$ cat src/rtl/arq_pkg.sv
// arq_pkg: shared types and helpers for the go-back-N ARQ sender.
// The defaults here are also the parameter defaults of arq_tx.
package arq_pkg;

    localparam int SEQ_W       = 3;
    localparam int PAY_W       = 16;
    localparam int DEF_WINDOW  = 4;
    localparam int DEF_TIMEOUT = 8;

    typedef logic [SEQ_W-1:0] seq_t;

    typedef struct packed {
        seq_t             seq;
        logic [PAY_W-1:0] payload;
    } frame_t;

    // Forward distance from b to a, modulo the sequence space.
    function automatic seq_t seq_dist(input seq_t a, input seq_t b);
        return seq_t'(a - b);
    endfunction

endpackage

$ cat src/rtl/arq_tx_if.sv
// arq_tx_if: arbiter input, link output and ack return bundle of arq_tx.
// The slave view is the sender itself, the master view its environment.
interface arq_tx_if
    import arq_pkg::*;
#(
    parameter int PAYLOAD_WIDTH = PAY_W,
    parameter int SEQ_WIDTH     = SEQ_W,
    parameter int WINDOW        = DEF_WINDOW
);
    logic                     in_valid;
    logic                     in_ready;
    logic [PAYLOAD_WIDTH-1:0] in_payload;
    logic                     out_valid;
    logic                     out_ready;
    logic [SEQ_WIDTH-1:0]     out_seq;
    logic [PAYLOAD_WIDTH-1:0] out_payload;
    logic                     ack_valid;
    logic [SEQ_WIDTH-1:0]     ack_seq;
    logic                     retx_pulse;
    logic [$clog2(WINDOW):0]  outstanding;

    modport master (
        output in_valid, in_payload, out_ready, ack_valid, ack_seq,
        input  in_ready, out_valid, out_seq, out_payload,
        input  retx_pulse, outstanding
    );

    modport slave (
        input  in_valid, in_payload, out_ready, ack_valid, ack_seq,
        output in_ready, out_valid, out_seq, out_payload,
        output retx_pulse, outstanding
    );

endinterface

$ cat src/rtl/arq_retx_timer.sv
// arq_retx_timer: counts cycles without base progress while frames are in flight.
// Saturates at TIMEOUT-1 so expiry stays asserted until the owner clears it.
module arq_retx_timer #(
    parameter int TIMEOUT = 8
) (
    input  logic clk,
    input  logic rst,
    input  logic run,
    input  logic clear,
    output logic expire
);
    localparam int CW = $clog2(TIMEOUT);
    localparam logic [CW-1:0] LAST = CW'(TIMEOUT - 1);

    logic [CW-1:0] cnt;

    assign expire = run && (cnt == LAST);

    // Idle or cleared holds zero; otherwise count up and stick at the last value.
    always_ff @(posedge clk or posedge rst) begin
        if (rst) begin
            cnt <= '0;
        end else if (clear || !run) begin
            cnt <= '0;
        end else if (cnt != LAST) begin
            cnt <= cnt + 1'b1;
        end
    end

endmodule

$ cat src/rtl/arq_tx.sv
// arq_tx: go-back-N ARQ sender with a WINDOW-deep retransmit buffer.
// Tags frames with sequence numbers, frees slots on cumulative acks, rewinds on timeout.
module arq_tx
    import arq_pkg::*;
#(
    parameter int PAYLOAD_WIDTH = PAY_W,
    parameter int WINDOW        = DEF_WINDOW,
    parameter int SEQ_WIDTH     = SEQ_W,
    parameter int TIMEOUT       = DEF_TIMEOUT
) (
    input  logic    clk,
    input  logic    rst,
    arq_tx_if.slave bus
);
    localparam int IW = $clog2(WINDOW);

    typedef logic [SEQ_WIDTH-1:0] ptr_t;

    localparam ptr_t WIN = ptr_t'(WINDOW);

    if ((2 ** SEQ_WIDTH) <= WINDOW) begin : g_bad_seq
        $error("arq_tx: 2**SEQ_WIDTH must exceed WINDOW");
    end
    if ((WINDOW < 2) || ((1 << IW) != WINDOW)) begin : g_bad_window
        $error("arq_tx: WINDOW must be a power of two >= 2");
    end
    if (TIMEOUT < 2) begin : g_bad_timeout
        $error("arq_tx: TIMEOUT must be >= 2");
    end

    logic [PAYLOAD_WIDTH-1:0] buffer [WINDOW];

    ptr_t base, nxt, tail, base_n;
    ptr_t used, in_flight, ack_d;
    logic pending, wait_hs, retx_q;
    logic in_hs, out_vld, out_hs, stall;
    logic ack_ok, expire, fire, tmr_clr;
    logic rewind, set_pend, set_wait, clr_wait;

    assign used      = tail - base;
    assign in_flight = nxt - base;
    assign ack_d     = bus.ack_seq - base;

    assign bus.in_ready = used < WIN;
    assign in_hs        = bus.in_valid && bus.in_ready;

    assign out_vld = (nxt != tail) && !pending;
    assign out_hs  = out_vld && bus.out_ready;
    assign stall   = out_vld && !bus.out_ready;

    assign ack_ok = bus.ack_valid && (ack_d != '0) && (ack_d <= in_flight);
    assign base_n = ack_ok ? bus.ack_seq : base;

    // A same-cycle accepted ack always beats expiry.
    assign fire    = expire && !ack_ok;
    assign tmr_clr = ack_ok || rewind || set_pend;

    assign bus.out_valid   = out_vld;
    assign bus.out_seq     = nxt;
    assign bus.out_payload = buffer[nxt[IW-1:0]];
    assign bus.retx_pulse  = retx_q;
    assign bus.outstanding = used[IW:0];

    arq_retx_timer #(
        .TIMEOUT (TIMEOUT)
    ) u_timer (
        .clk    (clk),
        .rst    (rst),
        .run    (base != nxt),
        .clear  (tmr_clr),
        .expire (expire)
    );

    // Rewind decision: a held beat is finished first, then one dark cycle, then rewind.
    always_comb begin
        rewind   = 1'b0;
        set_pend = 1'b0;
        set_wait = 1'b0;
        clr_wait = 1'b0;
        if (pending) begin
            rewind = (base_n != nxt);
        end else if (wait_hs) begin
            if (ack_ok) begin
                clr_wait = 1'b1;
            end else if (out_hs) begin
                clr_wait = 1'b1;
                set_pend = 1'b1;
            end
        end else if (fire) begin
            if (stall) begin
                set_wait = 1'b1;
            end else begin
                rewind = 1'b1;
            end
        end
    end

    // Pointer, rewind-pending and retransmit pulse state.
    always_ff @(posedge clk or posedge rst) begin
        if (rst) begin
            base    <= '0;
            nxt     <= '0;
            tail    <= '0;
            pending <= 1'b0;
            wait_hs <= 1'b0;
            retx_q  <= 1'b0;
        end else begin
            base   <= base_n;
            retx_q <= rewind;
            if (in_hs) begin
                tail <= tail + 1'b1;
            end
            if (rewind) begin
                nxt <= base_n;
            end else if (out_hs) begin
                nxt <= nxt + 1'b1;
            end
            if (set_pend) begin
                pending <= 1'b1;
            end else if (pending) begin
                pending <= 1'b0;
            end
            if (set_wait) begin
                wait_hs <= 1'b1;
            end else if (clr_wait) begin
                wait_hs <= 1'b0;
            end
        end
    end

    // Retransmit buffer; no reset needed since the pointers gate every read.
    always_ff @(posedge clk) begin
        if (in_hs) begin
            buffer[tail[IW-1:0]] <= bus.in_payload;
        end
    end

endmodule

$ cat src/flat_wrapper.sv
// flat-port wrapper written by rule: the top's interface ports become plain ports
module arq_tx_flat import arq_pkg::*;
#(
    parameter int PAYLOAD_WIDTH = PAY_W,
    parameter int WINDOW        = DEF_WINDOW,
    parameter int SEQ_WIDTH     = SEQ_W,
    parameter int TIMEOUT       = DEF_TIMEOUT
)
  (clk, rst, bus_in_valid, bus_in_payload, bus_out_ready, bus_ack_valid, bus_ack_seq, bus_in_ready, bus_out_valid, bus_out_seq, bus_out_payload, bus_retx_pulse, bus_outstanding);
  arq_tx_if #(.PAYLOAD_WIDTH(PAYLOAD_WIDTH), .SEQ_WIDTH(SEQ_WIDTH), .WINDOW(WINDOW)) bus_i ();
  input  logic clk;
  input  logic rst;
  input wire logic [$bits(bus_i.in_valid)-1:0] bus_in_valid;
  input wire logic [$bits(bus_i.in_payload)-1:0] bus_in_payload;
  input wire logic [$bits(bus_i.out_ready)-1:0] bus_out_ready;
  input wire logic [$bits(bus_i.ack_valid)-1:0] bus_ack_valid;
  input wire logic [$bits(bus_i.ack_seq)-1:0] bus_ack_seq;
  output wire logic [$bits(bus_i.in_ready)-1:0] bus_in_ready;
  output wire logic [$bits(bus_i.out_valid)-1:0] bus_out_valid;
  output wire logic [$bits(bus_i.out_seq)-1:0] bus_out_seq;
  output wire logic [$bits(bus_i.out_payload)-1:0] bus_out_payload;
  output wire logic [$bits(bus_i.retx_pulse)-1:0] bus_retx_pulse;
  output wire logic [$bits(bus_i.outstanding)-1:0] bus_outstanding;
  assign bus_i.in_valid = bus_in_valid;
  assign bus_i.in_payload = bus_in_payload;
  assign bus_i.out_ready = bus_out_ready;
  assign bus_i.ack_valid = bus_ack_valid;
  assign bus_i.ack_seq = bus_ack_seq;
  assign bus_in_ready = bus_i.in_ready;
  assign bus_out_valid = bus_i.out_valid;
  assign bus_out_seq = bus_i.out_seq;
  assign bus_out_payload = bus_i.out_payload;
  assign bus_retx_pulse = bus_i.retx_pulse;
  assign bus_outstanding = bus_i.outstanding;
  arq_tx #(.PAYLOAD_WIDTH(PAYLOAD_WIDTH), .WINDOW(WINDOW), .SEQ_WIDTH(SEQ_WIDTH), .TIMEOUT(TIMEOUT)) u_core (.clk(clk), .rst(rst), .bus(bus_i));
endmodule
$ cat config.mk
export PLATFORM = sky130hd
export DESIGN_NAME = arq_tx_flat
export DESIGN_NICKNAME = d
export VERILOG_FILES = /design/src/rtl/arq_pkg.sv /design/src/rtl/arq_tx_if.sv /design/src/rtl/arq_retx_timer.sv /design/src/rtl/arq_tx.sv /design/src/flat_wrapper.sv
export SDC_FILE = /design/constraint.sdc
export NUM_CORES = 1
export LEC_CHECK = 0
export CORE_MARGIN = 2
export CORE_UTILIZATION = 30
export DETAILED_ROUTE_END_ITERATION = 8
export PLACE_DENSITY = 0.56
export SYNTH_ARGS = -nofsm -noshare
export SYNTH_HDL_FRONTEND = slang
export SYNTH_SLANG_ARGS = --single-unit
$ cat constraint.sdc
create_clock -name clk -period 8.2 [get_ports clk]
set_input_delay 1.23 -clock clk [delete_from_list [all_inputs] [get_ports clk]]
set_output_delay 1.23 -clock clk [all_outputs]
set_load 0.02 [all_outputs]
==> results of run 1 <==
## path summary, 6_finish.rpt
kind | startpoint | endpoint | slack (ps) | cells after the start
min in group asynchronous | rst | u_core.bus.retx_pulse | 1260 | 2
worst min-delay path | u_core.tail[2] | u_core.tail[2] | 530 | 1
worst max register to register | u_core.bus.out_seq[1] | u_core.bus.out_seq[1] | 4630 | 10
max in group asynchronous | rst | u_core.wait_hs | 6570 | 2
worst max-delay path | bus_ack_seq[0] | u_core.bus.out_seq[1] | 3850 | 12
worst min register to register | u_core.tail[2] | u_core.tail[2] | 530 | 1
## metal layers
metal  vias to the layer above  global-route usage  part of all wire
met2                        42               0.193              0.50
met1                       978               0.135              0.43
met4                         0              0.0463             0.019
met3                        12              0.0343             0.050
met5                         -                   0                 0
li1                        932                   -                 -
## final cells by class
type                    count  area, um2
fillers                  1049       6980
flip-flops and latches     79       2300
multi-input cells         118       1190
repair buffers             50        495
clock buffers               9        225
well taps                 143        179
clock inverters             7       93.8
inverters                  14       52.6
## state kept, by name (all words and copies together), names as in the netlist
register and flops:
u_core.base 3, u_core.buffer 64, u_core.bus.out_seq 3, u_core.bus.retx_pulse 1, u_core.pending 1, u_core.tail 3, u_core.u_timer.cnt 3, u_core.wait_hs 1
## power by group
group	switching [mW]	total [mW]	internal (mW)
registers	0.0637	0.616	0.552
logic	0.582	1.06	0.476
clock network	0.153	0.420	0.267
total	0.798	2.09	1.30
## synth_stat cells
library cell,n,area share
xor3_1,1,0.0067
nand2_1,15,0.016
buf_2,3,0.0042
a22oi_1,2,0.0042
nand2b_1,7,0.012
nand3_1,3,0.0042
or2b_1,1,0.0021
inv_1,14,0.015
o211ai_1,1,0.0021
a31oi_1,2,0.0035
xor2_1,2,0.0049
a22oi_2,1,0.0035
and2_1,1,0.0018
clkbuf_1,1,0.0011
fa_1,3,0.017
edfxtp_1,64,0.54
o211a_1,1,0.0028
dfrtp_1,15,0.11
mux2_2,4,0.013
a311oi_1,1,0.0025
o21ai_0,5,0.0070
a211oi_1,3,0.0063
a21boi_0,1,0.0021
ha_1,14,0.049
nand4_1,1,0.0018
or3b_1,1,0.0025
nor2_1,7,0.0074
a41oi_4,1,0.0077
buf_1,1,0.0011
mux4_2,16,0.10
nor2b_1,1,0.0018
or2_4,1,0.0025
and3_1,5,0.0088
xnor2_1,10,0.025
or3b_2,1,0.0025
mux2i_1,2,0.0056
nor3b_1,4,0.0084
## kinds of logic after synthesis
| kind of cell | share of synthesized area |
|---|---|
| muxes | 0.119 |
| and+or+nand+nor | 0.0716 |
| buffers and inverters | 0.0210 |
| xor gates and xnor gates | 0.0361 |
| AOI/OAI and AO/OA | 0.0418 |
| adders and majority gates | 0.0660 |
| DFF | 0.644 |
==> metrics.csv, run 1 <==
metric;value;unit
outcome;finished with violations;
violated checks;design-rule violations;
number of clock sinks;79;
time the final worst path needs with I/O delays and setup;4350;ps
final design area excluding fillers;4540;um2
final-report max-slew violation count;0;
post-route core utilization;0.394;
area of the die;12800;um2
All-Layer GR Usage;0.114;
most common cell after layout, fill and taps aside;edfxtp_1;
Avg Vias per Cell;4.68;
dominant delay contributor by cell family on the critical path;adder cells;
final worst setup slack;3850;ps
buffers plus inverters on the worst setup path;2;
clock buffer count from CTS;9;
cells along the critical path;clkdlybuf4s50_1 > inv_1 > ha_1 > fa_1 > xor3_1 > ha_1 > or3b_2 > o211a_1 > a211oi_1 > nor2_1 > a41oi_4 > mux2_2;
critical path's most frequent cell;ha_1;
source-to-sink clock delay at the later pin of the worst-skew pair;330;ps
maximum clock skew at final layout;6.68;ps
overall routed net length;6.86;mm
Worst-path clk slew;60;ps
type of the worst setup path;in2reg;
buffer cell driving the clock tree root;clkbuf_16;
wire per inst;16.3;um
I/O pins;49;
post-place setup slack;3520;ps
top achievable clock speed;0.230;GHz
post-synthesis average cell area;16.5;um2
via count of the routed design;1964;
Seq/Total Area, Yosys;0.644;
post-route clock period utilization;0.531;
via count of the first global-routing pass;2142;
buffers inserted by post-CTS timing repair;0;
number of synthesized register bits;79;
Worst-Margin Slew;923;ps
worst hold path type;reg2reg;
slew margin rel.;0.384;
areal power density over the cells;461;nW/um2
DRC violations left;4;
first-pass detailed-route iteration total;6;
worst stage delay on the critical path;480;ps
commonest cells after routing, fill and taps aside;edfxtp_1, clkdlybuf4s50_1, mux4_2;
post-route antenna net violation count;0;
data arrival time of the critical path;4570;ps
hold-fix buffers at CTS;0;
RSZ-0062 raised after global routing;false;
number of distinct library cells after synthesis;37;
CTS tree;yes;
setup violation total in the final timing report;0;
summed instance area of the synthesized netlist;3570;um2
post-synth net total;257;
vertical die dimension;113;um
Maximum Capacitance Violations;0;
count of routing violations after the opening detailed-route iteration;114;
layout cells sized above 1;0.144;
sort of element at the end of the critical path;flop;
Hold Fails Final Rpt;0;
HPWL Detailed;4.62;mm
IO buf count;48;
worst hold margin;531;ps
leakage power summed over all cells;1.65;nW
type of origin of the critical path;primary input;
antenna cells;0;
H-tree depth;3;
number of placed instances with taps included;404;
worst IR drop on VDD;0.178;mV
antenna violations before repair;1;
weighted congestion reported at the end of routability-driven placement;0.794;
crit path max-delay cell type;clkdlybuf4s50_1;
area after detailed placement;4220;um2
summed negative setup slack over all endpoints;0;ps
Synthesis Warnings;0;
Overall Power;2.09;mW
floorplan row count;39;
die width;113;um
final cell count without fillers;420;
synthesized instance count;216;
wire length of the first global-routing pass;11.0;mm
CTS-repair resized insts;0;
core area;11500;um2
buffer levels on the longest clock path;2;
aggregate global routing overflow;0;
required time reported for the critical path endpoint;8410;ps
layout net count;313;
effective utilization at floorplan;0.310;
Area Overhead vs Synth;27.2;%
pin count of the biggest net entering global routing;24;
worst-path fanout max;7;
Note: power is estimated with default switching activity, not from simulation.
==> run 2, diff against run 1 <==
Clock period 8.2 ns to 4.15 ns, I/O delays scaled along.
==> run 2 against run 1 <==
Largest power group unchanged. Largest cell class unchanged. Register-to-register slack lost 3900 ps. Combinational power grew 110%. The run still ends with design-rule violations left. Sequential share of layout area shrank 0.32 points. Die area is the same. Critical endpoint is now u_core.bus.out_seq[2]. Sequential cell count is the same. Via count grew 1.3%.
==> metrics.csv, run 2 (same netlist as run 1, synthesis figures left out) <==
metric;value;unit
DRC violations left;4;
post-route clock period utilization;0.905;
via count of the first global-routing pass;2158;
Clock Power Share;0.190;
worst IR drop on VDD;0.344;mV
CTS-repair resized insts;0;
worst hold margin;536;ps
worst stage delay on the critical path;480;ps
aggregate global routing overflow;0;
RSZ-0062 raised after global routing;false;
via count of the routed design;1989;
clock buffer count from CTS;9;
area of the die;12800;um2
wire length of the first global-routing pass;11.1;mm
layout net count;319;
slew margin rel.;0.624;
H-tree depth;3;
most common cell after layout, fill and taps aside;edfxtp_1;
met2 wire length;3.38;mm
die width;113;um
crit path max-delay cell type;clkdlybuf4s50_1;
Maximum Capacitance Violations;0;
data arrival time of the critical path;3970;ps
post-route antenna net violation count;0;
buffer cell driving the clock tree root;clkbuf_16;
buffer levels on the longest clock path;2;
combined area of the multi-input logic cells;1190;um2
violated checks;design-rule violations;
buffers inserted by post-CTS timing repair;0;
final design area excluding fillers;4570;um2
type of the worst setup path;in2reg;
type of origin of the critical path;primary input;
fraction of power consumed by combinational cells;0.525;
sort of element at the end of the critical path;flop;
net load switching power;1.61;mW
weighted congestion reported at the end of routability-driven placement;0.805;
core area;11500;um2
pin count of the biggest net entering global routing;26;
All-Layer GR Usage;0.116;
sequential power share;0.285;
summed negative setup slack over all endpoints;0;ps
required time reported for the critical path endpoint;4360;ps
overall routed net length;6.91;mm
Worst-path clk slew;60;ps
time the final worst path needs with I/O delays and setup;3760;ps
source-to-sink clock delay at the later pin of the worst-skew pair;330;ps
number of clock sinks;79;
max reg flops;64;
routed length on met3;376;um
vertical die dimension;113;um
count of routing violations after the opening detailed-route iteration;93;
outcome;finished with violations;
CTS tree;yes;
cells along the critical path;clkdlybuf4s50_1 > inv_1 > ha_1 > fa_1 > xor3_1 > ha_1 > or3b_2 > o211a_1 > a211oi_1 > nor2_1 > a41oi_4 > mux2_2;
Worst-Margin Slew;564;ps
highest metal layer with signal wires;met4;
Avg Vias per Cell;4.67;
final-report max-slew violation count;0;
layout cells sized above 1;0.170;
switching power as a share of total power;0.386;
worst-path fanout max;7;
HPWL Detailed;4.55;mm
top achievable clock speed;0.266;GHz
Area Overhead vs Synth;28.0;%
wire per inst;16.2;um
leakage power summed over all cells;1.68;nW
areal power density over the cells;916;nW/um2
effective utilization at floorplan;0.310;
maximum clock skew at final layout;5.33;ps
critical path's most frequent cell;ha_1;
first-pass detailed-route iteration total;6;
Storage cell area;2300;um2
number of placed instances with taps included;410;
IO buf count;48;
antenna cells;0;
I/O pins;49;
cell-internal power;2.57;mW
final cell count without fillers;426;
floorplan row count;39;
hold-fix buffers at CTS;0;
Hold Fails Final Rpt;0;
setup violation total in the final timing report;0;
commonest cells after routing, fill and taps aside;edfxtp_1, clkdlybuf4s50_1, mux4_2;
number of filler cells placed in the layout;1059;
antenna violations before repair;1;
area after detailed placement;4260;um2
worst hold path type;reg2reg;
DRT met1 WL;3.04;mm
## run 2: changes by cell type in the layout (fill, tap and decap cells not counted)
| cell | before | now |
|---|---|---|
| bufinv_16 | 2 | 1 |
| clkinv_2 | 0 | 1 |
| clkinv_1 | 2 | 0 |
| buf_4 | 2 | 8 |
| clkinvlp_4 | 0 | 1 |
| inv_6 | 2 | 3 |
## run 2: per-layer routing
| layer | global-route usage | vias up |
|---|---|---|
| met1 | 0.144 | 988 |
| met4 | 0.0488 | 0 |
| met2 | 0.189 | 46 |
| met5 | 0 | - |
| li1 | - | 946 |
| met3 | 0.0354 | 9 |
## run 2: final cells by class
| class | count | area share |
|---|---|---|
| clock inverter | 7 | 0.0170 |
| inverter | 14 | 0.0115 |
| tap | 143 | 0.0392 |
| clock buffer | 9 | 0.0493 |
| timing repair buffer | 56 | 0.118 |
| multi-input combinational | 118 | 0.261 |
| sequential | 79 | 0.503 |
## run 2: critical path, delay by kind of cell
family,cells,cell delay (ps)
simple gates,2,560
buf+inv,2,550
mux,1,370
fa+ha+maj,3,900
compound gates,3,730
xor+xnor,1,230
## run 2: path summary, 6_finish.rpt
kind	from	endpoint	slack [ps]	cells past startpoint
max in group asynchronous	rst	u_core.u_timer.cnt[0]	3130	2
min reg2reg	u_core.tail[2]	u_core.tail[2]	540	1
max	bus_ack_seq[0]	u_core.bus.out_seq[2]	390	12
min in group asynchronous	rst	u_core.tail[2]	650	2
min	u_core.tail[2]	u_core.tail[2]	540	1
max reg2reg	u_core.base[0]	u_core.bus.out_seq[2]	740	10
## run 2: power by group through the flow
stage          Combinational, mW  Sequential (mW)  Clock, mW
2_1_floorplan               1.41             1.20          0
3_3_place_gp                2.21             1.21          0
3_5_place_dp                2.22             1.21          0
4_1_cts                     2.23             1.19      0.816
5_1_grt                     2.43             1.21      0.854
6_report                    2.20             1.19      0.794
## run 2: stage by stage
stage	setup slack, ps	total power [mW]	utilization
2_1_floorplan	745	2.60	-
3_3_place_gp	135	3.41	0.370
3_5_place_dp	34.7	3.43	0.370
4_1_cts	399	4.24	0.396
5_1_grt	229	4.50	0.396
6_report	393	4.18	0.396
==> run 3, diff against run 2 <==
Settings changed: CORE_MARGIN 2 to 1, MAX_ROUTING_LAYER set to met4.
==> run 3 against run 2 <==
The flow still finishes with violations (design-rule violations). Power shrank 3.1%. Sequential power is essentially flat. Sequential cell count is the same. Die area shrank 3.5%. Via count shrank 2.6%. Non-clock buffer count shrank 4. Global-route usage grew 1.0 points. First-iteration DRC count shrank 11%. Routed wire length shrank 1.0%. Critical endpoint is now u_core.bus.out_seq[1]. Highest routed layer unchanged.
==> metrics.csv, run 3 (same netlist as run 1, synthesis figures left out) <==
metric;value;unit
summed negative setup slack over all endpoints;0;ps
pin count of the biggest net entering global routing;26;
wire per inst;16.2;um
source-to-sink clock delay at the later pin of the worst-skew pair;330;ps
hold-fix buffers at CTS;0;
top achievable clock speed;0.262;GHz
I/O pins;49;
RSZ-0062 raised after global routing;false;
Area Overhead vs Synth;26.2;%
All-Layer GR Usage;0.126;
worst hold path type;reg2reg;
CTS tree;yes;
Worst-path clk slew;60;ps
die width;111;um
final cell count without fillers;422;
met2 wire length;3.32;mm
effective utilization at floorplan;0.310;
post-route clock period utilization;0.919;
area of the die;12300;um2
IO buf count;48;
R2R Setup Slk;720;ps
required time reported for the critical path endpoint;4360;ps
worst-path fanout max;7;
depth of the worst hold-timing path;1;
most common cell after layout, fill and taps aside;edfxtp_1;
CTS-repair resized insts;0;
vertical die dimension;111;um
areal power density over the cells;901;nW/um2
overall routed net length;6.84;mm
Worst-Margin Slew;889;ps
aggregate global routing overflow;0;
commonest cells after routing, fill and taps aside;edfxtp_1, clkdlybuf4s50_1, mux4_2;
violated checks;design-rule violations;
H-tree depth;3;
Maximum Capacitance Violations;0;
Avg Vias per Cell;4.59;
antenna violations before repair;0;
maximum clock skew at final layout;5.00;ps
number of placed instances with taps included;406;
worst IR drop on VDD;0.241;mV
antenna cells;0;
first-pass detailed-route iteration total;6;
hold path endpoint;u_core.tail[2];
buffer levels on the longest clock path;2;
clock buffer count from CTS;9;
count of routing violations after the opening detailed-route iteration;83;
leakage power summed over all cells;1.64;nW
final-report max-slew violation count;0;
sort of element at the end of the critical path;flop;
endpoint of the lowest-slack register-to-register path;u_core.bus.out_seq[1];
data arrival time of the critical path;4030;ps
buffers inserted by post-CTS timing repair;0;
HPWL Detailed;4.65;mm
Crit Reg-Reg Startpoint;u_core.base[0];
floorplan row count;39;
slew margin rel.;0.407;
core area;11500;um2
DRC violations left;4;
wire length of the first global-routing pass;11.2;mm
layout cells sized above 1;0.147;
Hold Fails Final Rpt;0;
post-route antenna net violation count;0;
time the final worst path needs with I/O delays and setup;3810;ps
length in cells of the worst reg-to-reg path;10;
routed length on met3;181;um
DRT met1 WL;3.23;mm
weighted congestion reported at the end of routability-driven placement;0.823;
max reg flops;64;
number of clock sinks;79;
hold_sp;u_core.tail[2];
layout net count;315;
outcome;finished with violations;
setup violation total in the final timing report;0;
via count of the first global-routing pass;2104;
type of the worst setup path;in2reg;
via count of the routed design;1938;
type of origin of the critical path;primary input;
buffer cell driving the clock tree root;clkbuf_16;
highest metal layer with signal wires;met4;
==> run 3: worst max-delay path, stage by stage <==
cell and delay, ps:
clkdlybuf4s50_1 490, inv_1 80, ha_1 220, fa_1 380
xor3_1 240, ha_1 320, or3b_2 460, o211a_1 180
a211oi_1 210, nor2_1 100, a41oi_4 340, mux2_2 380
==> run 3: layout make-up <==
type / count / area [um2]
Fill cell: 1081 / 7020
Clock buffer: 11 / 233
Inverter: 14 / 52.6
Multi-Input combinational cell: 118 / 1190
Timing Repair Buffer: 52 / 510
Sequential cell: 79 / 2300
Tap cell: 143 / 179
Clock inverter: 5 / 33.8
==> run 3: routing by layer <==
layer | global-route usage | vias up
li1 | - | 934
met1 | 0.153 | 959
met2 | 0.204 | 34
met3 | 0.0295 | 11
met4 | 0.0514 | 0
met5 | - | -
==> run 3: power by group <==
part / internal (mW) / switching, mW
Combinational: 0.973 / 1.17
Clock: 0.405 / 0.303
Sequential: 1.09 / 0.107
Total: 2.47 / 1.58
==> run 3: metrics by stage <==
step	utilization	total power [mW]	setup WS, ps	hold slack (ps)	instance area, um2
global route	0.391	4.38	221	580	4500
floorplan	-	2.60	745	498	3570
global placement	0.368	3.38	143	537	4230
CTS	0.391	4.13	360	550	4500
detailed placement	0.368	3.40	36.2	539	4230
finish	0.391	4.05	336	545	4500
==> run 3: how the worst max path moves through the flow <==
stage | startpoint | to | slack (ps)
floorplan | u_core.bus.out_seq[0] | u_core.bus.out_seq[0] | 740
global placement | bus_ack_seq[0] | u_core.bus.out_seq[2] | 140
detailed placement | bus_ack_seq[0] | u_core.bus.out_seq[1] | 40
CTS | bus_ack_seq[0] | u_core.bus.out_seq[1] | 360
global route | bus_ack_seq[0] | u_core.bus.out_seq[2] | 220
finish | bus_ack_seq[0] | u_core.bus.out_seq[1] | 340
